--- config.mk ---
export PLATFORM = sky130hd
export DESIGN_NAME = alu_arbiter
export DESIGN_NICKNAME = d
export VERILOG_FILES = /design/src/rtl/alu_ctrl_pkg.sv /design/src/rtl/Alu.sv /design/src/rtl/alu_arbiter.sv
export SDC_FILE = /design/constraint.sdc
export NUM_CORES = 1
export LEC_CHECK = 0
export CAP_MARGIN = 20
export CORE_MARGIN = 2
export CORE_UTILIZATION = 51
export CTS_CLUSTER_SIZE = 24
export DETAILED_ROUTE_END_ITERATION = 10
export PLACE_DENSITY = 0.82
export SLEW_MARGIN = 20
export SYNTH_ARGS = -nofsm -noshare
export SYNTH_HDL_FRONTEND = slang
export SYNTH_SLANG_ARGS = --single-unit
--- constraint.sdc ---
create_clock -name clk -period 3.7 [get_ports clk]
set_clock_uncertainty 0.05 [all_clocks]
set_input_delay 0.555 -clock clk [delete_from_list [all_inputs] [get_ports clk]]
set_output_delay 0.555 -clock clk [all_outputs]
set_load 0.02 [all_outputs]
--- src/rtl/alu_ctrl_pkg.sv ---
// Shared types and op-code constants for the ALU arbiter slice.
// Imported by the Alu datapath and the arbiter top.
package alu_ctrl_pkg;

   localparam int DATA_W = 32;

   typedef enum logic [1:0] {
      IDLE = 2'd0,
      EXEC = 2'd1,
      RESP = 2'd2
   } state_t;

   localparam logic [3:0] SEL_AND = 4'b0000;
   localparam logic [3:0] SEL_OR  = 4'b0001;
   localparam logic [3:0] SEL_ADD = 4'b0010;

   function automatic logic sel_supported(input logic [3:0] sel);
      return (sel == SEL_AND) || (sel == SEL_OR) || (sel == SEL_ADD);
   endfunction

endpackage

--- src/rtl/Alu.sv ---
// Combinational AND/OR/ADD datapath with carry-out and zero flag.
// Unsupported op codes produce an all-zero result.
module Alu #(
   parameter int DATA_W = 32
) (
   input  logic [DATA_W-1:0] A,
   input  logic [DATA_W-1:0] B,
   input  logic [3:0]        ALU_Sel,
   output logic [DATA_W-1:0] ALU_Out,
   output logic              coutfin,
   output logic              z
);
   import alu_ctrl_pkg::*;

   logic [DATA_W:0] sum;

   assign sum = {1'b0, A} + {1'b0, B};

   always_comb begin
      ALU_Out = '0;
      coutfin = 1'b0;
      unique case (1'b1)
         (ALU_Sel == SEL_AND): ALU_Out = A & B;
         (ALU_Sel == SEL_OR):  ALU_Out = A | B;
         (ALU_Sel == SEL_ADD): begin
            ALU_Out = sum[DATA_W-1:0];
            coutfin = sum[DATA_W];
         end
         default: ALU_Out = '0;
      endcase
   end

   assign z = ~|ALU_Out;

endmodule

--- src/rtl/alu_arbiter.sv ---
// Two-requester round-robin front end for the shared Alu datapath.
// One op in flight: IDLE accepts, EXEC captures, RESP returns.
module alu_arbiter #(
   parameter int DATA_W = 32,
   parameter int N_REQ  = 2
) (
   input  logic                         clk,
   input  logic                         rst_n,
   input  logic [N_REQ-1:0]             req_valid,
   output logic [N_REQ-1:0]             req_ready,
   input  logic [N_REQ-1:0][DATA_W-1:0] req_a,
   input  logic [N_REQ-1:0][DATA_W-1:0] req_b,
   input  logic [N_REQ-1:0][3:0]        req_sel,
   output logic [N_REQ-1:0]             resp_valid,
   input  logic [N_REQ-1:0]             resp_ready,
   output logic [DATA_W-1:0]            resp_data,
   output logic                         resp_cout,
   output logic                         resp_z,
   output logic                         resp_err,
   output logic                         busy
);
   import alu_ctrl_pkg::*;

   state_t state_q, state_d;

   logic              prio_q;
   logic              owner_q;
   logic              win;
   logic              grant;
   logic              capture;
   logic              done;

   logic [DATA_W-1:0] op_a_q;
   logic [DATA_W-1:0] op_b_q;
   logic [3:0]        op_sel_q;

   logic [DATA_W-1:0] res_data_q;
   logic              res_cout_q;
   logic              res_z_q;
   logic              res_err_q;

   logic [DATA_W-1:0] alu_out;
   logic              alu_cout;
   logic              alu_z;

   Alu #(
      .DATA_W (DATA_W)
   ) u_alu (
      .A       (op_a_q),
      .B       (op_b_q),
      .ALU_Sel (op_sel_q),
      .ALU_Out (alu_out),
      .coutfin (alu_cout),
      .z       (alu_z)
   );

   // Contention goes to prio; a lone requester wins regardless of prio.
   assign win = (&req_valid) ? prio_q : req_valid[1];

   always_comb begin
      state_d    = state_q;
      req_ready  = '0;
      resp_valid = '0;
      grant      = 1'b0;
      capture    = 1'b0;
      done       = 1'b0;
      unique case (state_q)
         IDLE: begin
            // Keep ready low while reset is held so outputs stay idle.
            if ((|req_valid) && rst_n) begin
               req_ready[win] = 1'b1;
               grant          = 1'b1;
               state_d        = EXEC;
            end
         end
         EXEC: begin
            capture = 1'b1;
            state_d = RESP;
         end
         RESP: begin
            resp_valid[owner_q] = 1'b1;
            if (resp_ready[owner_q]) begin
               done    = 1'b1;
               state_d = IDLE;
            end
         end
         default: state_d = IDLE;
      endcase
   end

   always_ff @(posedge clk or negedge rst_n) begin
      if (!rst_n) begin
         state_q <= IDLE;
      end else begin
         state_q <= state_d;
      end
   end

   always_ff @(posedge clk or negedge rst_n) begin
      if (!rst_n) begin
         prio_q     <= 1'b0;
         owner_q    <= 1'b0;
         op_a_q     <= '0;
         op_b_q     <= '0;
         op_sel_q   <= '0;
         res_data_q <= '0;
         res_cout_q <= 1'b0;
         res_z_q    <= 1'b0;
         res_err_q  <= 1'b0;
      end else begin
         if (grant) begin
            owner_q  <= win;
            op_a_q   <= req_a[win];
            op_b_q   <= req_b[win];
            op_sel_q <= req_sel[win];
         end
         if (capture) begin
            res_data_q <= alu_out;
            res_cout_q <= alu_cout;
            res_z_q    <= alu_z;
            res_err_q  <= !sel_supported(op_sel_q);
         end
         if (done) begin
            prio_q <= ~owner_q;
         end
      end
   end

   assign resp_data = res_data_q;
   assign resp_cout = res_cout_q;
   assign resp_z    = res_z_q;
   assign resp_err  = res_err_q;
   assign busy      = (state_q != IDLE);

endmodule

; ---- Word-level counts from Yosys, hierarchy flattened
; Index checks and enable logic that the tools add are counted.
; Widths: inputs -> output; s select.
[classes]
n_addsub = 1
n_mul = 0
div_mod_pow = 0
n_lt_le_gt_ge = 4
eq_ne = 6
shift = 0
muxes = 26
bitwise = 3
reduce_logical = 14
[ops]
columns = op, n
row1 = $mux 32, 4
row2 = $pmux 32 s3, 1
row3 = $add 32x32->33, 1
row4 = $and 32x32->32, 1
row5 = $or 32x32->32, 1
row6 = $reduce_or 32->1, 1
row7 = $mux 1, 11
row8 = $mux 2, 5
row9 = $mux 4, 2
row10 = $pmux 2 s3, 1
row11 = $eq 4x1->1 const B, 1
row12 = $eq 4x2->1 const B, 1
row13 = $logic_not 4->1, 1
row14 = $lt 1x2->1 const B, 2
row15 = $ne 2x2->1 const B, 2
row16 = $reduce_and 2->1, 2
row17 = $logic_and 1x1->1, 3
row18 = $demux 1 s1, 2
row19 = $eq 2x1->1 const B, 1
row20 = $eq 2x2->1 const B, 1
row21 = $ge 1x1->1 const B, 2
row22 = $logic_not 1->1, 2
row23 = $logic_not 2->1, 1
row24 = $logic_or 1x1->1, 2
row25 = 3 further kinds, 3
[word_totals]
regBits = 107
latch_bits = 0
ram_bits = 0
rom_bits = 0
in_bits = 142
mem_count = 0

; ---- Logic depth before layout (Yosys ltp)
; Gate-level depths: netlist (run 1).
[depth]
depth_word = 8
depth_mapped = 13
depth_no_buf = 12

; ---- Hierarchy
; A second synthesis (run 1) with hierarchy kept.
[unflattened]
hier_cells = 884
hier_area_um2 = 7748.7
[by_module_without_submodules]
columns = module, n_inst, cells_each, area_per_inst_um2, seq_area_each_um2
row1 = alu_arbiter, 1, 414, 4712.0, 2677.6
row2 = Alu, 1, 470, 3036.7, 0.0

; ---- Worst setup path after synthesis (run 1)
; Ideal clock, no wire load.
[synth_path]
path_type = reg-to-reg
start = reg op_a_q[0]
end = reg res_z_q (netlist: resp_z)
setup_ns = 0.076
t_arrival_ns = 3.066
required_time_ns = 3.574
path_slack_ns = 0.507
path_stages_with_launch = 13
n_path_buf = 0
period_less_slack_ns = 3.193
path_cell_list = dfrtp_1 ha_1 fa_1 a21o_1 a221o_2 a211oi_4 and3b_1 or4_1 a31oi_1 nand3_1 nor4_2 nand4_1 o21ai_1
[synth_via]
elab_chain_cells = 4
[synth_rtl]
columns = element, line
row1 = start: declaration, alu_arbiter.sv:33  ; logic [DATA_W-1:0] op_a_q;
row2 = start signal: assignment, alu_arbiter.sv:113  ; op_a_q <= req_a[win];
row3 = $add 32x32->33 (tied with other cells), Alu.sv:17  ; assign sum = {1'b0, A} + {1'b0, B};
row4 = $pmux 32 s3 (*), Alu.sv:22  ; unique case (1'b1)
row5 = $reduce_or 32->1 (*), Alu.sv:33  ; assign z = ~|ALU_Out;
row6 = $logic_not 1->1 (*), Alu.sv:33
row7 = end signal: assignment, alu_arbiter.sv:120  ; res_z_q <= alu_z;
row8 = end: declaration, alu_arbiter.sv:39  ; logic res_z_q;
; Every way passes the cells marked *; elsewhere a longest branch is shown, timed or not.
; A chain may end at the register's enable or synchronous reset.

; ---- Worst setup path in the final report (run 1)
; Same ends and word-level chain as after synthesis.

==> summary.txt, run 1 <==
Power
  • P_leak: 4.60 nW
  • P per Cell Area: 861 nW/um2
  • Total power: 8.52 mW
  • Combinational power share: 63.0%
  • Sw Ratio: 48.1%
  • P_int: 4.42 mW
  • Reg power frac: 25.4%
  • Peak supply drop: 530 uV
  • Net Sw Power: 4.10 mW
  • Share of power burned in the clock network: 11.6%

STA
  • Final Max Tran Viols: 0
  • Tmin final: 3.45 ns
  • Hold Violations, Final: 0
  • Fin worst setup slack: 0.245 ns
  • Hold WS: 0.241 ns
  • Fmax achieved: 289 MHz
  • Max-slew headroom: 33.0%
  • RSZ-0062 raised after global routing: false
  • Final setup violation count: 0
  • Sum Neg Setup Slack: 0 ns
  • Crit share post-route: 93.4%
  • Worst Max-Slew Pin Slew: 1.00 ns

Setup path
  • Crit path required time: 3.94 ns
  • Timing startpoint of the critical path: op_a_q[0]$_DFFE_PN0P_
  • Worst r2r path cells: 12
  • CP Launch Type: flip-flop
  • Max stage delay on crit path: 0.42 ns
  • Critical Path End: resp_z$_DFFE_PN0N_
  • FF-to-FF Start: op_a_q[0]$_DFFE_PN0P_
  • Slowest CP cell: a221o_2
  • Crit path max-delay family: compound AO/OA/AOI/OAI gates
  • Register-to-register setup slack: 0.25 ns
  • Buf+Inv Stages, Crit Path: 0
  • Arrival @ worst endpoint: 3.69 ns
  • Worst setup EP type: flip-flop
  • Levels on crit path: 12
  • Critical path type: reg -> reg
  • Crit Path Max Fanout: 5
  • Worst R2R End: resp_z$_DFFE_PN0N_
  • Cells along the critical path: ha_1, fa_1, a21o_1, a221o_2, a211oi_4, o21ai_2, a31oi_2, o21bai_1, xnor2_1, a221oi_1, nand2_1, o21ai_1

Yosys
  • Cell variety after synth: 59
  • Net count after synthesis: 1116
  • Yosys warnings: 0
  • Average size of a mapped cell: 8.37 um2
  • Cell count after synthesis: 909
  • Post-synth EDFFs: 0
  • Sequential fraction of the synthesis area: 35.2%
  • Most used DFF post-synth: dfrtp_1
  • Post-synth ARST share: 100%
  • Netlist Area Pre-Place: 7610 um2
  • Post-synthesis register bit count: 107

Floorplan
  • Die area: 15900 um2
  • Initial Util: 52.4%
  • Die Span Y: 126 um
  • I/O pin count: 182
  • Floorplan Core Area: 14500 um2
  • Overall die width: 126 um
  • Placement Rows: 44

Finish
  • Area Overhead vs Synth: 30.0%
  • Fin util: 68.1%
  • Reg area: 2680 um2
  • Ant diodes: 0
  • Design area: 9890 um2
  • Layout Nets: 1267
  • Post-Layout Cell Count: 1249
  • Fillers: 1220
  • Layout cells sized above 1: 4.88%
  • Multi-input logic area: 4500 um2

Routing
  • DRC: 0
  • TritonRoute pass-1 iters: 5
  • DR iter-0 viols: 445
  • Post-route ant nets: 0
  • Vias: 7061
  • Via density per instance: 5.65
  • Final wirelength: 19900 um
  • DR WL/cell: 16.0 um

CTS
  • CTS tree: yes
  • Clk slew on worst S/H paths: 0.07 ns
  • Root Driver: clkbuf_16
  • Worst-skew pair later-pin latency: 0.36 ns
  • CTS buffer count: 9
  • Max Root-Sink Buffers: 2
  • Clk sinks: 107
  • H-tree depth: 3
  • Hold buffers post-CTS: 0

GRT
  • Global-route wire length before repair: 32800 um
  • Grt ovf: 0
  • Initial antenna violation count: 1
  • Total track usage: 25.2%
  • Vias in the first global route: 6790
  • Pin count of the biggest net entering global routing: 139

Placed design
  • DP Area: 9570 um2
  • DP Worst Slack: 0.0470 ns
  • IO Port Bufs: 181
  • Hpwl dp: 15200 um
  • Routability cong.: 0.928
  • Placed insts: 1233

Job
  • Max_cap viols: 0

Min path
  • Worst min path class: in -> async

Run status
  • Status: completed
## cells in the mapped netlist (all sizes together), types with 6 or more instances
cell type  count  share of area (%)
a21o          12                1.2
a21oi         49                3.3
a221oi         7               0.81
a31oi          8               0.74
buf           10               0.54
clkbuf        45                2.2
dfrtp        107                 35
ha            64                 11
inv           71                3.5
mux2i         69                9.1
nand2        146                7.2
nand3         11               0.72
nand4         16                1.3
nor2          46                2.3
nor3          11               0.72
nor4           7               0.66
o211ai         7               0.69
o21ai        121                8.0
o221ai         6               0.69
xnor2         11                1.3
xor2          11                1.3
## worst register-to-register path: stages, from the launching register on
cell	delay (ns)
dfrtp_1	0.40
ha_1	0.25
fa_1	0.41
a21o_1	0.21
a221o_2	0.42
a211oi_4	0.29
o21ai_2	0.12
a31oi_2	0.27
o21bai_1	0.14
xnor2_1	0.14
a221oi_1	0.41
nand2_1	0.14
o21ai_1	0.13
## cell usage in the layout, fill, tap and decap left out, drive strengths merged, types with 10 or more instances in the layout
cell type / Yosys / layout
clkdlybuf4s50: 0 / 180
nor3: 11 / 11
inv: 71 / 72
buf: 10 / 15
o21ai: 121 / 121
xor2: 11 / 11
a21o: 12 / 12
clkbuf: 45 / 10
ha: 64 / 64
nand4: 16 / 16
nand3: 11 / 11
nor2: 46 / 46
a21oi: 49 / 49
nand2: 146 / 146
mux2i: 69 / 69
dfrtp: 107 / 107
xnor2: 11 / 11
## worst min-delay path by stage
stage,start,endpoint,slack [ns],cells after the start
4_1_cts,rst_n,state_q[0]$_DFFE_PN0P_,0.26,2
3_3_place_gp,resp_data[22]$_DFFE_PN0N_,resp_data[22]$_DFFE_PN0N_,0.40,2
3_5_place_dp,resp_data[18]$_DFFE_PN0N_,resp_data[18]$_DFFE_PN0N_,0.41,2
5_1_grt,rst_n,state_q[0]$_DFFE_PN0P_,0.29,2
6_report,rst_n,state_q[0]$_DFFE_PN0P_,0.24,2
2_1_floorplan,rst_n,op_a_q[0]$_DFFE_PN0P_,0.21,0
## what timing repair did
item,in CTS,in global routing
buffers inserted,0,0
endpoints found under the hold margin,0,0
gates resized for setup,0,4
endpoints found under the setup margin,0,1
## sequential cells by signal (all words and copies together) (netlist names)
name / cells
op_a_q: 32
op_b_q: 32
op_sel_q: 4
owner_q: 1
prio_q: 1
resp_cout: 1
resp_data: 32
resp_err: 1
resp_z: 1
state_q: 2
## final cells by class
| cell class | count | share of cell area (%) |
|---|---|---|
| Clock buffer | 10 | 2.42 |
| Clock inverter | 6 | 0.645 |
| Inverter | 71 | 2.69 |
| Multi-Input combinational cell | 676 | 45.5 |
| Sequential cell | 107 | 27.1 |
| Tap cell | 184 | 2.33 |
| Timing Repair Buffer | 195 | 19.4 |
## layer usage
| metal | GRT usage [%] | vias up | share of wire, % |
|---|---|---|---|
| li1 | - | 3471 | - |
| met1 | 35.3 | 3285 | 46 |
| met2 | 40.2 | 271 | 45 |
| met3 | 4.08 | 32 | 6.6 |
| met4 | 7.76 | 2 | 1.8 |
| met5 | 0 | - | 0.13 |
## power groups by stage
stage	registers [mW]	clock network (mW)	logic, mW
floorplan	2.24	0	3.52
global placement	2.14	0	5.14
detailed placement	2.18	0	5.23
CTS	2.17	1.00	5.28
global route	2.25	1.05	5.95
finish	2.17	0.988	5.37
## kinds of logic (layout without fill, tap and decap cells)
kind of cell,Yosys count,in the layout,share of synthesized area (%)
buf+inv,126,282,6.26
compound gates,251,251,20.0
fa+ha+maj,65,65,10.8
mux,72,72,9.52
flops,107,107,35.2
simple gates,266,266,15.7
xor+xnor,22,22,2.53
(Power assumes the default switching activity.)
==> run 2, diff against run 1 <==
--- a/config.mk
+++ b/config.mk
@@ -7,10 +7,10 @@
 export LEC_CHECK = 0
 export CAP_MARGIN = 20
 export CORE_MARGIN = 2
-export CORE_UTILIZATION = 51
+export CORE_UTILIZATION = 46
 export CTS_CLUSTER_SIZE = 24
 export DETAILED_ROUTE_END_ITERATION = 10
-export PLACE_DENSITY = 0.82
+export PLACE_DENSITY = 0.78
 export SLEW_MARGIN = 20
 export SYNTH_ARGS = -nofsm -noshare
 export SYNTH_HDL_FRONTEND = slang
==> constraint.sdc (replaced) <==
create_clock -name clk -period 3 [get_ports clk]
set_clock_uncertainty 0.05 [all_clocks]
set_input_delay 0.45 -clock clk [delete_from_list [all_inputs] [get_ports clk]]
set_output_delay 0.45 -clock clk [all_outputs]
set_load 0.02 [all_outputs]
==> run 2 against run 1 <==
  * The flow now finishes with violations (setup timing)
  * Clock power up 24%
  * Utilization hardly changed
  * Power is 49% higher
  * Combinational power is 64% higher
  * Design area grew 12%
  * Non-clock buffer count rose by 127
  * Global-route usage barely moved
  * Die area grew 11%
  * Routed wire length grew 10%
  * Critical path type unchanged
==> summary.txt, run 2 (synthesis results as in run 1) <==
Run status
  • Status: complete, but fails checks
  • Violated checks: setup timing

CTS
  • Clk slew on worst S/H paths: 0.07 ns (about the same)
  • Hold buffers post-CTS: 0 (unchanged)
  • CTS tree: yes
  • Worst-skew pair later-pin latency: 0.36 ns (about the same)
  • Clk sinks: 107 (unchanged)
  • H-tree depth: 3 (unchanged)
  • Root Driver: clkbuf_16
  • CTS buffer count: 9 (unchanged)
  • Max Root-Sink Buffers: 2 (unchanged)

Routing
  • DRC: 0 (unchanged)
  • Met1 Wirelength: 9680 um (+5.1%)
  • Top sig layer: met4
  • DR WL/cell: 15.6 um (-2.4%)
  • Post-route ant nets: 0 (unchanged)
  • Vias: 7633 (+8.1%)
  • Final wirelength: 22000 um (+10%)
  • DR iter-0 viols: 624 (+40%)
  • Met2 Routed Length: 10500 um (+17%)
  • TritonRoute pass-1 iters: 7 (+2)
  • Via density per instance: 5.41 (-4.4%)
  • DR WL met3: 1310 um (+0.15%)

GRT
  • Vias in the first global route: 7481 (+10%)
  • Global-route wire length before repair: 36200 um (+10%)
  • Pin count of the biggest net entering global routing: 139 (unchanged)
  • Total track usage: 25.1% (about the same)
  • Initial antenna violation count: 0 (-1)
  • Grt ovf: 0 (unchanged)

Placed design
  • IO Port Bufs: 181 (unchanged)
  • Routability cong.: 0.945 (+1.8%)
  • Hpwl dp: 16900 um (+11%)

STA
  • RSZ-0062 raised after global routing: true
  • Fmax achieved: 306 MHz (+5.7%)
  • Worst Max-Slew Pin Slew: 0.825 ns (-0.179 ns)
  • Hold Violations, Final: 0 (unchanged)
  • Final Max Tran Viols: 0 (unchanged)
  • Hold WS: 0.131 ns (-0.109 ns)
  • Tmin final: 3.27 ns (-0.185 ns)
  • Sum Neg Setup Slack: -0.456 ns (-0.456 ns)
  • Final setup violation count: 2 (+2)
  • Crit share post-route: 109% (+16 points)
  • Max-slew headroom: 45.0% (+12 points)
  • Fin worst setup slack: -0.270 ns (-0.515 ns)

Floorplan
  • Initial Util: 46.5% (-5.8 points)
  • Die area: 17600 um2 (+11%)
  • Placement Rows: 47 (+6.8%)
  • Overall die width: 133 um (+5.1%)
  • Die Span Y: 133 um (+5.1%)
  • Floorplan Core Area: 16300 um2 (+12%)
  • I/O pin count: 182 (unchanged)

Finish
  • Most frequent cells in the layout: 180 x clkdlybuf4s50_1, 145 x nand2_1, 140 x buf_4
  • Layout cells sized above 1: 17.4% (+12 points)
  • Fillers: 1340 (+9.8%)
  • Fin util: 68.0% (about the same)
  • Commonest non-fill, non-tap cell in the layout: clkdlybuf4s50_1
  • Area Overhead vs Synth: 46.1%
  • Ant diodes: 0 (unchanged)
  • Multi-input logic area: 4700 um2 (+4.6%)
  • Layout Nets: 1394 (+10%)
  • Reg area: 2680 um2 (unchanged)

Setup path
  • Critical path type: reg -> reg
  • Crit path required time: 3.24 ns (-0.70 ns)
  • Buf+Inv Stages, Crit Path: 0 (unchanged)
  • Cells along the critical path: ha_2, fa_2, a21o_1, a221o_2, a211oi_4, and3b_1, or4_1, a31oi_2, nand3_1, nor4_2, nand4_1, o21ai_1
  • Crit path max-delay family: simple AND/OR/NAND/NOR gates
  • Arrival @ worst endpoint: 3.51 ns (-0.18 ns)
  • Slowest CP cell: or4_1
  • Worst setup EP type: flip-flop
  • CP Launch Type: flip-flop
  • Crit Path Max Fanout: 2 (-3)
  • Max stage delay on crit path: 0.42 ns (about the same)

Power
  • Share of power burned in the clock network: 9.7% (-1.9 points)
  • Total power: 12.7 mW (+49%)
  • Net Sw Power: 5.70 mW (+39%)
  • Reg power frac: 20.5% (-4.9 points)
  • Peak supply drop: 518 uV (-2.3%)
  • P per Cell Area: 1140 nW/um2 (+32%)
  • Combinational power share: 69.7% (+6.7 points)
  • P_int: 6.95 mW (+57%)
  • P_leak: 5.28 nW (+15%)
  • Sw Ratio: 45.0% (-3.1 points)

Min path
  • Worst min path class: in -> async

Job
  • Max_cap viols: 0 (unchanged)
==> run 2: layout make-up <==
class	count	share of cell area [%]
Clock buffer	12	2.31
Clock inverter	4	0.506
Inverter	71	2.40
Multi-Input combinational cell	676	42.3
Sequential cell	107	24.1
Tap cell	220	2.48
Timing Repair Buffer	322	25.9
==> run 2: metal layers <==
| metal | track usage [%] | vias to the layer above |
|---|---|---|
| li1 | - | 3726 |
| met1 | 34.0 | 3552 |
| met2 | 42.3 | 302 |
| met3 | 3.68 | 53 |
| met4 | 6.87 | 0 |
| met5 | 0 | - |
==> run 2: power groups by stage <==
| stage | Sequential, mW | Clock (mW) | Combinational (mW) |
|---|---|---|---|
| after detailed placement | 2.62 | 0 | 8.04 |
| after CTS | 2.59 | 1.26 | 8.31 |
| after global routing | 2.70 | 1.32 | 9.62 |
| after floorplan | 2.77 | 0 | 4.35 |
| after global placement | 2.57 | 0 | 7.87 |
| final | 2.60 | 1.23 | 8.82 |
==> run 2: metrics by stage <==
| stage | cells | instance area, um2 | worst slack (ns) |
|---|---|---|---|
| after global routing | 1412 | 11100 | -0.485 |
| after detailed placement | 1386 | 10500 | -0.418 |
| after CTS | 1407 | 10900 | -0.298 |
| after floorplan | 909 | 7610 | -0.157 |
| after global placement | 1386 | 10500 | -0.300 |
| final | 1412 | 11100 | -0.270 |
==> run 2: worst register-to-register path: stages, from the launching register on <==
cell	delay, ns
dfrtp_1	0.39
ha_2	0.20
fa_2	0.35
a21o_1	0.18
a221o_2	0.39
a211oi_4	0.23
and3b_1	0.22
or4_1	0.42
a31oi_2	0.16
nand3_1	0.10
nor4_2	0.24
nand4_1	0.13
o21ai_1	0.14
==> run 2: worst paths after layout <==
check                      slack, ns                 startpoint  cells after the start                   endpoint
setup / recovery               -0.27      op_a_q[0]$_DFFE_PN0P_                     12         resp_z$_DFFE_PN0N_
hold / removal                  0.13                      rst_n                      2     state_q[0]$_DFFE_PN0P_
setup reg to reg               -0.27      op_a_q[0]$_DFFE_PN0P_                     12         resp_z$_DFFE_PN0N_
hold reg to reg                 0.42  resp_data[16]$_DFFE_PN0N_                      2  resp_data[16]$_DFFE_PN0N_
max in group asynchronous       1.55                      rst_n                      3  resp_data[16]$_DFFE_PN0N_
min in group clk                0.42  resp_data[16]$_DFFE_PN0N_                      2  resp_data[16]$_DFFE_PN0N_
==> run 2: repair_timing <==
item	4_1_cts	5_1_grt
pin swaps	13	11
buffers inserted	5	5
resized for setup	10	29
hold endpoints to repair	0	0
cloned	0	0
setup endpoints to repair	6	12
==> RTL edit, RTL diff (flow settings as in run 2) <==
Re-encode `state_t` (3 states) as one-hot, 3 bits wide.
--- a/src/rtl/alu_ctrl_pkg.sv
+++ b/src/rtl/alu_ctrl_pkg.sv
@@ -6,6 +6,6 @@
 
-   typedef enum logic [1:0] {
-      IDLE = 2'd0,
-      EXEC = 2'd1,
-      RESP = 2'd2
+   typedef enum logic [2:0] {
+      IDLE = 3'b001,
+      EXEC = 3'b010,
+      RESP = 3'b100
    } state_t;
Behaviour: no difference found for any inputs over 10 cycles, from zero or initial values and one cycle with rst_n low; not proved beyond that.
==> RTL edit against run 2 <==
Worst setup slack better by 0.086 ns. Final cell count shrank 2.0%. Sequential share of layout area is 0.97 points higher. Non-clock buffer count is 32 lower. Cell area down 2.9%. Area after synthesis up 1.6%. Routed wire length decreased by 5.9%. Total power down 9.1%. Core utilization fell by 2.7 points. Sequential cell count up 1. The flow still finishes with violations (setup timing).
==> RTL edit: results (changes against run 2) <==
CTS root buffer clkbuf_16 (unchanged); Worst EP arrival 3.43 ns (was 3.51 ns); status finished with violations (unchanged); WL met3 1.21 mm (was 1.31 mm); wire length per cell 15.0 µm (was 15.6 µm); Total GRT Usage 0.234 (was 0.251); drt pass-1 iters 5 (was 7); postcts setup bufs 4 (was 5); H-Tree Level Count 3 (unchanged); setup ws final -0.184 ns (was -0.270 ns); Leakage 5.18 nW (was 5.28 nW); proportion of layout cells with a drive suffix above 1 0.143 (was 0.174); Routed WL 20.7 mm (was 22.0 mm); worst-path fanout max 3 (was 2); number of global-route vias before repair 6991 (was 7481); CP top delay family compound AO/OA/AOI/OAI gates (was simple AND/OR/NAND/NOR gates); met1 WL 9.73 mm (was 9.68 mm); met2 routed WL 9.47 mm (was 10.5 mm); cells after synthesis 910 (was 909); # fillers 1361 (was 1340); failing checks setup timing (unchanged); placed cell area 0.0104 mm² (was 0.0105 mm²); post-synth net total 1117 (was 1116); synth unique cells 73 (was 59); CP max stage delay 0.40 ns (was 0.42 ns); PostCTS Resize Cnt 9 (was 10); first-pass GRT wire length 33.8 mm (was 36.2 mm); DR vias/cell 5.27 (was 5.41); Clock Path Buffers 2 (unchanged); setup TNS -0.184 ns (was -0.456 ns); largest net degree at the start of global routing 82 (was 139); initial drt markers 430 (was 624); fin nets 1366 (was 1394); DP Worst Slack -0.252 ns (was -0.418 ns); sequential fraction of the synthesis area 0.350 (was 0.352); VDD IR-drop max 0.516 mV (was 0.518 mV); most frequent cells after synthesis 173 x nand2_1, 112 x o21ai_0, 107 x dfrtp_1, 71 x mux2i_1, 70 x inv_1 (was 146 x nand2_1, 118 x o21ai_0, 107 x dfrtp_1, 71 x inv_1, 69 x mux2i_1); ANT cells 0 (unchanged); Max-Slew Margin vs Limit 0.487 (was 0.450); final setup fails 1 (was 2); initial antenna violation count 0 (unchanged); CP max-delay cell dfrtp_1 (was or4_1); Final GP Congestion 0.922 (was 0.945); Highest Signal Layer met4 (unchanged); DP HPWL 16.3 mm (was 16.9 mm); top post-synthesis cells by area dfrtp_1 35%, ha_1 10%, mux2i_1 9.2% (was dfrtp_1 35%, ha_1 11%, mux2i_1 9.1%)
-- RTL edit: routing by layer --
layer / track usage / vias up
met1: 0.332 / 3363
li1: - / 3655
met3: 0.0438 / 19
met4: 0.0556 / 0
met5: 0 / -
met2: 0.373 / 253
-- RTL edit: final cells by class --
cell class	instances	area, µm²	area share
clock buffers	11	253	0.0234
well taps	220	275	0.0255
repair buffers	290	2640	0.245
clock inverters	5	36.3	0.00336
inverters	70	263	0.0243
multi-input cells	680	4620	0.428
flip-flops and latches	108	2710	0.250
-- RTL edit: per-stage QoR --
stage                      util  hold WS (ns)
final                     0.654         0.204
after floorplan               -         0.104
after global placement    0.627         0.401
after global routing      0.654         0.276
after CTS                 0.649         0.248
after detailed placement  0.627         0.408
-- RTL edit: logic make-up after synthesis --
logic type | count (synthesis) | share of synthesized area
simple gates | 269 | 0.154
compound gates | 250 | 0.200
buf+inv | 122 | 0.0694
flops | 108 | 0.350
mux | 71 | 0.0919
fa+ha+maj | 65 | 0.106
xor+xnor | 25 | 0.0283
-- RTL edit: path summary, 6_finish.rpt --
path	slack (ns)	cells past startpoint	endpoint	startpoint
min reg2reg	0.42	2	resp_data[25]	resp_data[25]
min	0.20	2	resp_data[12]	rst_n
min in group clk	0.42	2	resp_data[25]	resp_data[25]
max reg2reg	-0.18	12	resp_z	op_a_q[0]
max in group asynchronous	2.08	2	op_sel_q[0]	rst_n
max	-0.18	12	resp_z	op_a_q[0]
-- RTL edit: where the power goes --
part / switching (mW) / leakage (nW) / internal, mW
combinational: 4.11 / 3.67 / 3.60
sequential: 0.508 / 1.36 / 2.13
clock: 0.545 / 0.145 / 0.610
total: 5.16 / 5.18 / 6.34
